`src/rtl/satatrn_pkg.sv`:
```
// satatrn_pkg: shared constants and FSM state type for the SATA transport TX mux.
// Provides the DATA FIS type byte, default split size and the mux state enum.
package satatrn_pkg;

    localparam logic [7:0] FIS_DATA  = 8'h46;
    localparam int         MAXDW_DEF = 2048;
    localparam int         CNTW      = 12;

    typedef enum logic [1:0] {
        ST_IDLE,
        ST_HDR,
        ST_BODY
    } state_t;

endpackage

```
`src/rtl/satatrn_rrarb.sv`:
```
// satatrn_rrarb: combinational round-robin picker.
// Ports: i_req request vector, i_ptr last grant; o_grant one-hot, o_idx index,
// o_any set when some request was found. Search starts at i_ptr+1 mod NSRC.
module satatrn_rrarb #(
    parameter int NSRC = 2,
    parameter int SW   = (NSRC > 1) ? $clog2(NSRC) : 1
) (
    input  logic [NSRC-1:0] i_req,
    input  logic [SW-1:0]   i_ptr,
    output logic [NSRC-1:0] o_grant,
    output logic [SW-1:0]   o_idx,
    output logic            o_any
);

    logic          w_hit;
    logic [SW-1:0] w_idx;

    always_comb begin
        w_hit = 1'b0;
        w_idx = '0;
        for (int i = 1; i <= NSRC; i++) begin
            if (!w_hit && i_req[SW'((int'(i_ptr) + i) % NSRC)]) begin
                w_hit = 1'b1;
                w_idx = SW'((int'(i_ptr) + i) % NSRC);
            end
        end
    end

    always_comb begin
        o_grant = '0;
        if (w_hit) begin
            o_grant[w_idx] = 1'b1;
        end
    end

    assign o_idx = w_idx;
    assign o_any = w_hit;

endmodule

```
`src/rtl/satatrn_txmux.sv`:
```
// satatrn_txmux: round-robin N-source packet mux for the SATA transport TX path.
// Ports: i_phy_clk/i_phy_reset_n (async active-low), per-source i_gate, i_valid,
// o_ready, i_data (source k at [k*DW +: DW]), i_last; link side o_valid, i_ready,
// o_data, o_last, o_src. Header-mode sources (HDRMASK) get a 0x46 header word.
// Optional macro SATATRN_TXMUX_SPLIT_EN splits data FISes longer than MAXDW words.
module satatrn_txmux
    import satatrn_pkg::*;
#(
    parameter int              NSRC         = 2,
    parameter int              DW           = 32,
    parameter logic [NSRC-1:0] HDRMASK      = NSRC'(2),
    parameter int              MAXDW        = MAXDW_DEF,
    parameter bit              OPT_LOWPOWER = 1'b0,
    localparam int             SW           = (NSRC > 1) ? $clog2(NSRC) : 1
) (
    input  logic               i_phy_clk,
    input  logic               i_phy_reset_n,
    input  logic [NSRC-1:0]    i_gate,
    input  logic [NSRC-1:0]    i_valid,
    output logic [NSRC-1:0]    o_ready,
    input  logic [NSRC*DW-1:0] i_data,
    input  logic [NSRC-1:0]    i_last,
    output logic               o_valid,
    input  logic               i_ready,
    output logic [DW-1:0]      o_data,
    output logic               o_last,
    output logic [SW-1:0]      o_src
);

    localparam logic [DW-1:0] HDR_WORD = {FIS_DATA, {(DW-8){1'b0}}};

    if (NSRC < 2 || NSRC > 8 || DW < 16 || MAXDW < 1 || MAXDW > 4096
        || (MAXDW & (MAXDW - 1)) != 0) begin : g_bad_cfg
        $error("satatrn_txmux: illegal NSRC/DW/MAXDW");
    end

    state_t          r_state;
    state_t          w_nx_state;
    logic            r_valid;
    logic            r_last;
    logic [DW-1:0]   r_data;
    logic [SW-1:0]   r_src;
    logic [SW-1:0]   r_ptr;
    logic            w_nx_valid;
    logic            w_nx_last;
    logic [DW-1:0]   w_nx_data;
    logic [SW-1:0]   w_nx_src;
    logic [SW-1:0]   w_nx_ptr;
    logic [NSRC-1:0] w_ready;
    logic [NSRC-1:0] w_elig;
    logic [NSRC-1:0] w_gnt_oh;
    logic [SW-1:0]   w_gnt;
    logic            w_any;
    logic            w_adv;
    logic [DW-1:0]   w_cur_data;
    logic            w_cur_valid;
    logic            w_cur_last;
`ifdef SATATRN_TXMUX_SPLIT_EN
    logic [CNTW-1:0] r_cnt;
    logic [CNTW-1:0] w_nx_cnt;
`endif

    assign w_adv  = !r_valid || i_ready;
    // Gate matters only for header-mode sources, and only when arbitrating.
    assign w_elig = i_valid & (~HDRMASK | i_gate);

    satatrn_rrarb #(
        .NSRC (NSRC),
        .SW   (SW)
    ) u_arb (
        .i_req   (w_elig),
        .i_ptr   (r_ptr),
        .o_grant (w_gnt_oh),
        .o_idx   (w_gnt),
        .o_any   (w_any)
    );

    // r_ptr holds the granted source for the whole packet.
    assign w_cur_data  = i_data[int'(r_ptr)*DW +: DW];
    assign w_cur_valid = i_valid[r_ptr];
    assign w_cur_last  = i_last[r_ptr];

    always_comb begin
        w_nx_state = r_state;
        w_nx_valid = r_valid;
        w_nx_last  = r_last;
        w_nx_data  = r_data;
        w_nx_src   = r_src;
        w_nx_ptr   = r_ptr;
        w_ready    = '0;
`ifdef SATATRN_TXMUX_SPLIT_EN
        w_nx_cnt   = r_cnt;
`endif
        if (w_adv) begin
            unique case (r_state)
                ST_IDLE: begin
                    if (!w_any) begin
                        w_nx_valid = 1'b0;
                        w_nx_last  = 1'b0;
                    end else begin
                        w_nx_src   = w_gnt;
                        w_nx_ptr   = w_gnt;
                        w_nx_valid = 1'b1;
                        if (HDRMASK[w_gnt]) begin
                            w_nx_data  = HDR_WORD;
                            w_nx_last  = 1'b0;
                            w_nx_state = ST_BODY;
`ifdef SATATRN_TXMUX_SPLIT_EN
                            w_nx_cnt   = '0;
`endif
                        end else begin
                            w_ready    = w_gnt_oh;
                            w_nx_data  = i_data[int'(w_gnt)*DW +: DW];
                            w_nx_last  = i_last[w_gnt];
                            w_nx_state = i_last[w_gnt] ? ST_IDLE : ST_BODY;
                        end
                    end
                end
                ST_BODY: begin
                    w_ready[r_ptr] = 1'b1;
                    w_nx_valid     = w_cur_valid;
                    w_nx_data      = w_cur_data;
                    w_nx_last      = w_cur_valid && w_cur_last;
                    if (w_cur_valid) begin
                        if (w_cur_last) begin
                            w_nx_state = ST_IDLE;
                        end
`ifdef SATATRN_TXMUX_SPLIT_EN
                        else if (HDRMASK[r_ptr]) begin
                            // Word MAXDW without i_last closes this FIS early.
                            if (r_cnt == CNTW'(MAXDW - 1)) begin
                                w_nx_last  = 1'b1;
                                w_nx_state = ST_HDR;
                            end else begin
                                w_nx_cnt = r_cnt + 1'b1;
                            end
                        end
`endif
                    end
                end
`ifdef SATATRN_TXMUX_SPLIT_EN
                ST_HDR: begin
                    w_nx_valid = 1'b1;
                    w_nx_data  = HDR_WORD;
                    w_nx_last  = 1'b0;
                    w_nx_cnt   = '0;
                    w_nx_state = ST_BODY;
                end
`endif
                default: begin
                    w_nx_state = ST_IDLE;
                end
            endcase
        end
        if (OPT_LOWPOWER && !w_nx_valid) begin
            w_nx_data = '0;
            w_nx_last = 1'b0;
        end
    end

    always_ff @(posedge i_phy_clk or negedge i_phy_reset_n) begin
        if (!i_phy_reset_n) begin
            r_state <= ST_IDLE;
            r_valid <= 1'b0;
            r_last  <= 1'b0;
            r_data  <= '0;
            r_src   <= '0;
            r_ptr   <= SW'(NSRC - 1);
`ifdef SATATRN_TXMUX_SPLIT_EN
            r_cnt   <= '0;
`endif
        end else begin
            r_state <= w_nx_state;
            r_valid <= w_nx_valid;
            r_last  <= w_nx_last;
            r_data  <= w_nx_data;
            r_src   <= w_nx_src;
            r_ptr   <= w_nx_ptr;
`ifdef SATATRN_TXMUX_SPLIT_EN
            r_cnt   <= w_nx_cnt;
`endif
        end
    end

    // Nothing may be consumed while the block is held in reset.
    assign o_ready = w_ready & {NSRC{i_phy_reset_n}};
    assign o_valid = r_valid;
    assign o_data  = r_data;
    assign o_last  = r_last;
    assign o_src   = r_src;

endmodule

```
`config.mk`:
```
export PLATFORM = sky130hd
export DESIGN_NAME = satatrn_txmux
export DESIGN_NICKNAME = d
export VERILOG_FILES = /design/src/rtl/satatrn_pkg.sv /design/src/rtl/satatrn_rrarb.sv /design/src/rtl/satatrn_txmux.sv
export SDC_FILE = /design/constraint.sdc
export NUM_CORES = 1
export LEC_CHECK = 0
export ABC_AREA = 1
export CORE_MARGIN = 5
export CORE_UTILIZATION = 30
export DETAILED_ROUTE_END_ITERATION = 6
export DONT_BUFFER_PORTS = 1
export HOLD_SLACK_MARGIN = 0.02
export PLACE_DENSITY = 0.46
export SYNTH_ARGS = -nofsm -noshare
export SYNTH_HDL_FRONTEND = slang
export SYNTH_SLANG_ARGS = --single-unit
```
`constraint.sdc`:
```
create_clock -name i_phy_clk -period 1.2 [get_ports i_phy_clk]
set_input_delay 0.12 -clock i_phy_clk [delete_from_list [all_inputs] [get_ports i_phy_clk]]
set_output_delay 0.12 -clock i_phy_clk [all_outputs]
set_load 0.02 [all_outputs]
```
==> out/qor.yml <==
peakVddDrop_mv: 1.00
die_h_um: 90.6
hold_class: "primary input to register"
post_drt_wl_per_cell_um: 17.1
cts_buffers: 5
fin_nets: 382
fillerInstances: 614
rsz0062_at_grt: "true"
start_util: 0.307
ios: 110
cts_sinks: 37
cts_max_level: 2
max_freq_mhz: 715
synth_cell_types: 23
final.period_utilization: 1.17
layoutNonFillerInstCount: 386
min_period_ns: 1.40
relSlewSlack: 0.810
finalPower_uw: 7960
antenna_found_initial: 0
yosysWarnings: 0
gp_congestion: 0.785
syn_area_um2: 1950
tightest_slew_ns: 0.284
grt_max_degree: 38
clock_path_buffers: 2
vias: 1917
timing.final.setup_violations: 38
regArea_um2: 928
crit_path_end_kind: "output port"
whs_ns: 0.0327
synth_seq_area_share: 0.476
dieArea_um2: 8210
violations: "negative setup slack"
antenna_left: 0
clkSlewWorstSetupHoldPaths_ns: 0.08
antenna_cells: 0
clock_latency_ns: 0.28
startpoint_type: "register"
maxCapViolations: 0
path_max_fanout: 3
final-hold-violation-count: 0
p_leak_uw: 0.00138
routed_wl_um: 6590
required_ns: 1.08
drive_above_1_share: 0.434
grt_pass1_wl_um: 10400
dp_cells: 325
multiInputGateArea_um2: 1130
drv_slew: 0
die_w_um: 90.6
grt_pass1_vias: 2005
synth_nets: 310
firstDrtPassIters: 5
grtUsageTotal: 0.156
arrival_ns: 1.28
syn_to_final_growth_pct: 62.6
core_area_um2: 6350
powerDensity_nw_per_um2: 2510
netlist_instances: 237
drc: 0
final_util: 0.499
setup_ws_ns: -0.198
critPathKind: "register to output port"
cts_tree: "built"
root_buffer: "clkbuf_8"
drt-initial-drc-count: 44
viasPerCell: 4.97
postSynthAreaPerCell_um2: 8.23
dp_hpwl_um: 4190
status: "complete, but fails checks"
io_buffers: 0
grt.overflow.total: 0
fin_worst_skew_ns: 0.00460
ys_seq_elements: 37
fp-row-count: 29
place_ws_ns: -0.115
## worst max-delay path, cell delays in order (launching register included)
cell	delay [ns]
dfstp_2	0.60
buf_12	0.12
a21oi_4	0.05
nor3_4	0.23
## Yosys cell counts
| library cell | n | area share |
|---|---|---|
| nand2_1 | 57 | 0.11 |
| dfrtp_1 | 36 | 0.46 |
| o21ai_0 | 31 | 0.080 |
| a21oi_1 | 24 | 0.062 |
| o21ai_1 | 19 | 0.049 |
| inv_1 | 12 | 0.023 |
| a21oi_2 | 11 | 0.049 |
| o21ai_2 | 10 | 0.045 |
| nor2_1 | 8 | 0.015 |
| buf_2 | 7 | 0.018 |
| buf_4 | 4 | 0.015 |
| clkbuf_1 | 3 | 0.0058 |
| nand3_1 | 3 | 0.0077 |
| inv_2 | 2 | 0.0039 |
| nor2_2 | 2 | 0.0064 |
| a22oi_1 | 1 | 0.0039 |
| buf_6 | 1 | 0.0058 |
| buf_8 | 1 | 0.0077 |
| dfstp_2 | 1 | 0.013 |
| nand2_2 | 1 | 0.0032 |
| nand2_4 | 1 | 0.0058 |
| nor2_4 | 1 | 0.0058 |
| nor3_1 | 1 | 0.0026 |
## final timing paths
path / from / end / slack [ns] / cells after the start
setup / recovery: r_ptr / o_ready[0] / -0.20 / 3
hold / removal: i_data[32] / o_data[0] / 0.03 / 2
setup reg to reg: r_ptr / o_data[31] / -0.19 / 7
hold reg to reg: o_data[26] / o_data[26] / 0.54 / 2
max in group asynchronous: i_phy_reset_n / r_ptr / 0.64 / 2
min in group asynchronous: i_phy_reset_n / o_data[5] / 0.28 / 2
## layout by cell type, fill, tap and decap left out, types with 2 or more instances in the layout
master | netlist | routed
buf_4 | 4 | 34
nor2_1 | 8 | 4
a21oi_4 | 0 | 10
nor2_2 | 2 | 3
o21ai_0 | 31 | 18
buf_6 | 1 | 6
o21ai_1 | 19 | 31
dfrtp_1 | 36 | 35
dlygate4sd3_1 | 0 | 30
a21oi_2 | 11 | 24
clkbuf_8 | 0 | 5
nand2_2 | 1 | 9
inv_2 | 2 | 3
nand3_2 | 0 | 2
nor2_4 | 1 | 4
nand2_4 | 1 | 4
inv_1 | 12 | 9
buf_12 | 0 | 9
o21ai_2 | 10 | 11
nand2_1 | 57 | 46
## sequential cells by signal (all words and copies together), names as in the netlist
name,count
o_data,32
o_last,1
o_src,1
o_valid,1
r_ptr,1
r_state,1
## metrics by stage
stage               TNS [ns]  cell area (µm²)
floorplan                  0             1970
global placement       -1.88             2250
detailed placement     -2.24             2250
CTS                    -6.50             2940
global route           -7.94             3170
finish                 -5.92             3170
## logic make-up (layout without fill, tap and decap cells)
group,Yosys count,count (layout),synth area share
buf+inv,30,102,0.0796
compound gates,96,96,0.288
simple gates,74,74,0.157
flops,37,37,0.476
## layer usage
layer | part of all wire | vias to the layer above | GRT usage
met5 | 0 | - | 0
met4 | 0.0070 | 0 | 0.0372
met3 | 0.073 | 4 | 0.0558
met2 | 0.52 | 63 | 0.270
met1 | 0.40 | 920 | 0.182
li1 | - | 930 | -
## report_power, final
part	internal (µW)	leakage, µW	switching (µW)
Sequential	1840	0.000452	1090
Clock	604	0.0000540	452
Combinational	1970	0.000876	2010
## area by class of cell
| type | instances | share of cell area |
|---|---|---|
| Sequential cell | 37 | 0.293 |
| Clock buffer | 5 | 0.0217 |
| Tap cell | 77 | 0.0304 |
| Multi-Input combinational cell | 170 | 0.355 |
| Timing Repair Buffer | 81 | 0.270 |
| Inverter | 14 | 0.0189 |
| Clock inverter | 2 | 0.0110 |
## repair_timing
| action | CTS | global route |
|---|---|---|
| endpoints found under the setup margin | 38 | 39 |
| pin swaps | 5 | 7 |
| hold buffers | 31 | 0 |
| setup buffers | 11 | 10 |
| resized for setup | 38 | 34 |
| endpoints found under the hold margin | 66 | 0 |
| gates cloned | 1 | 1 |
(Power assumes the default switching activity.)
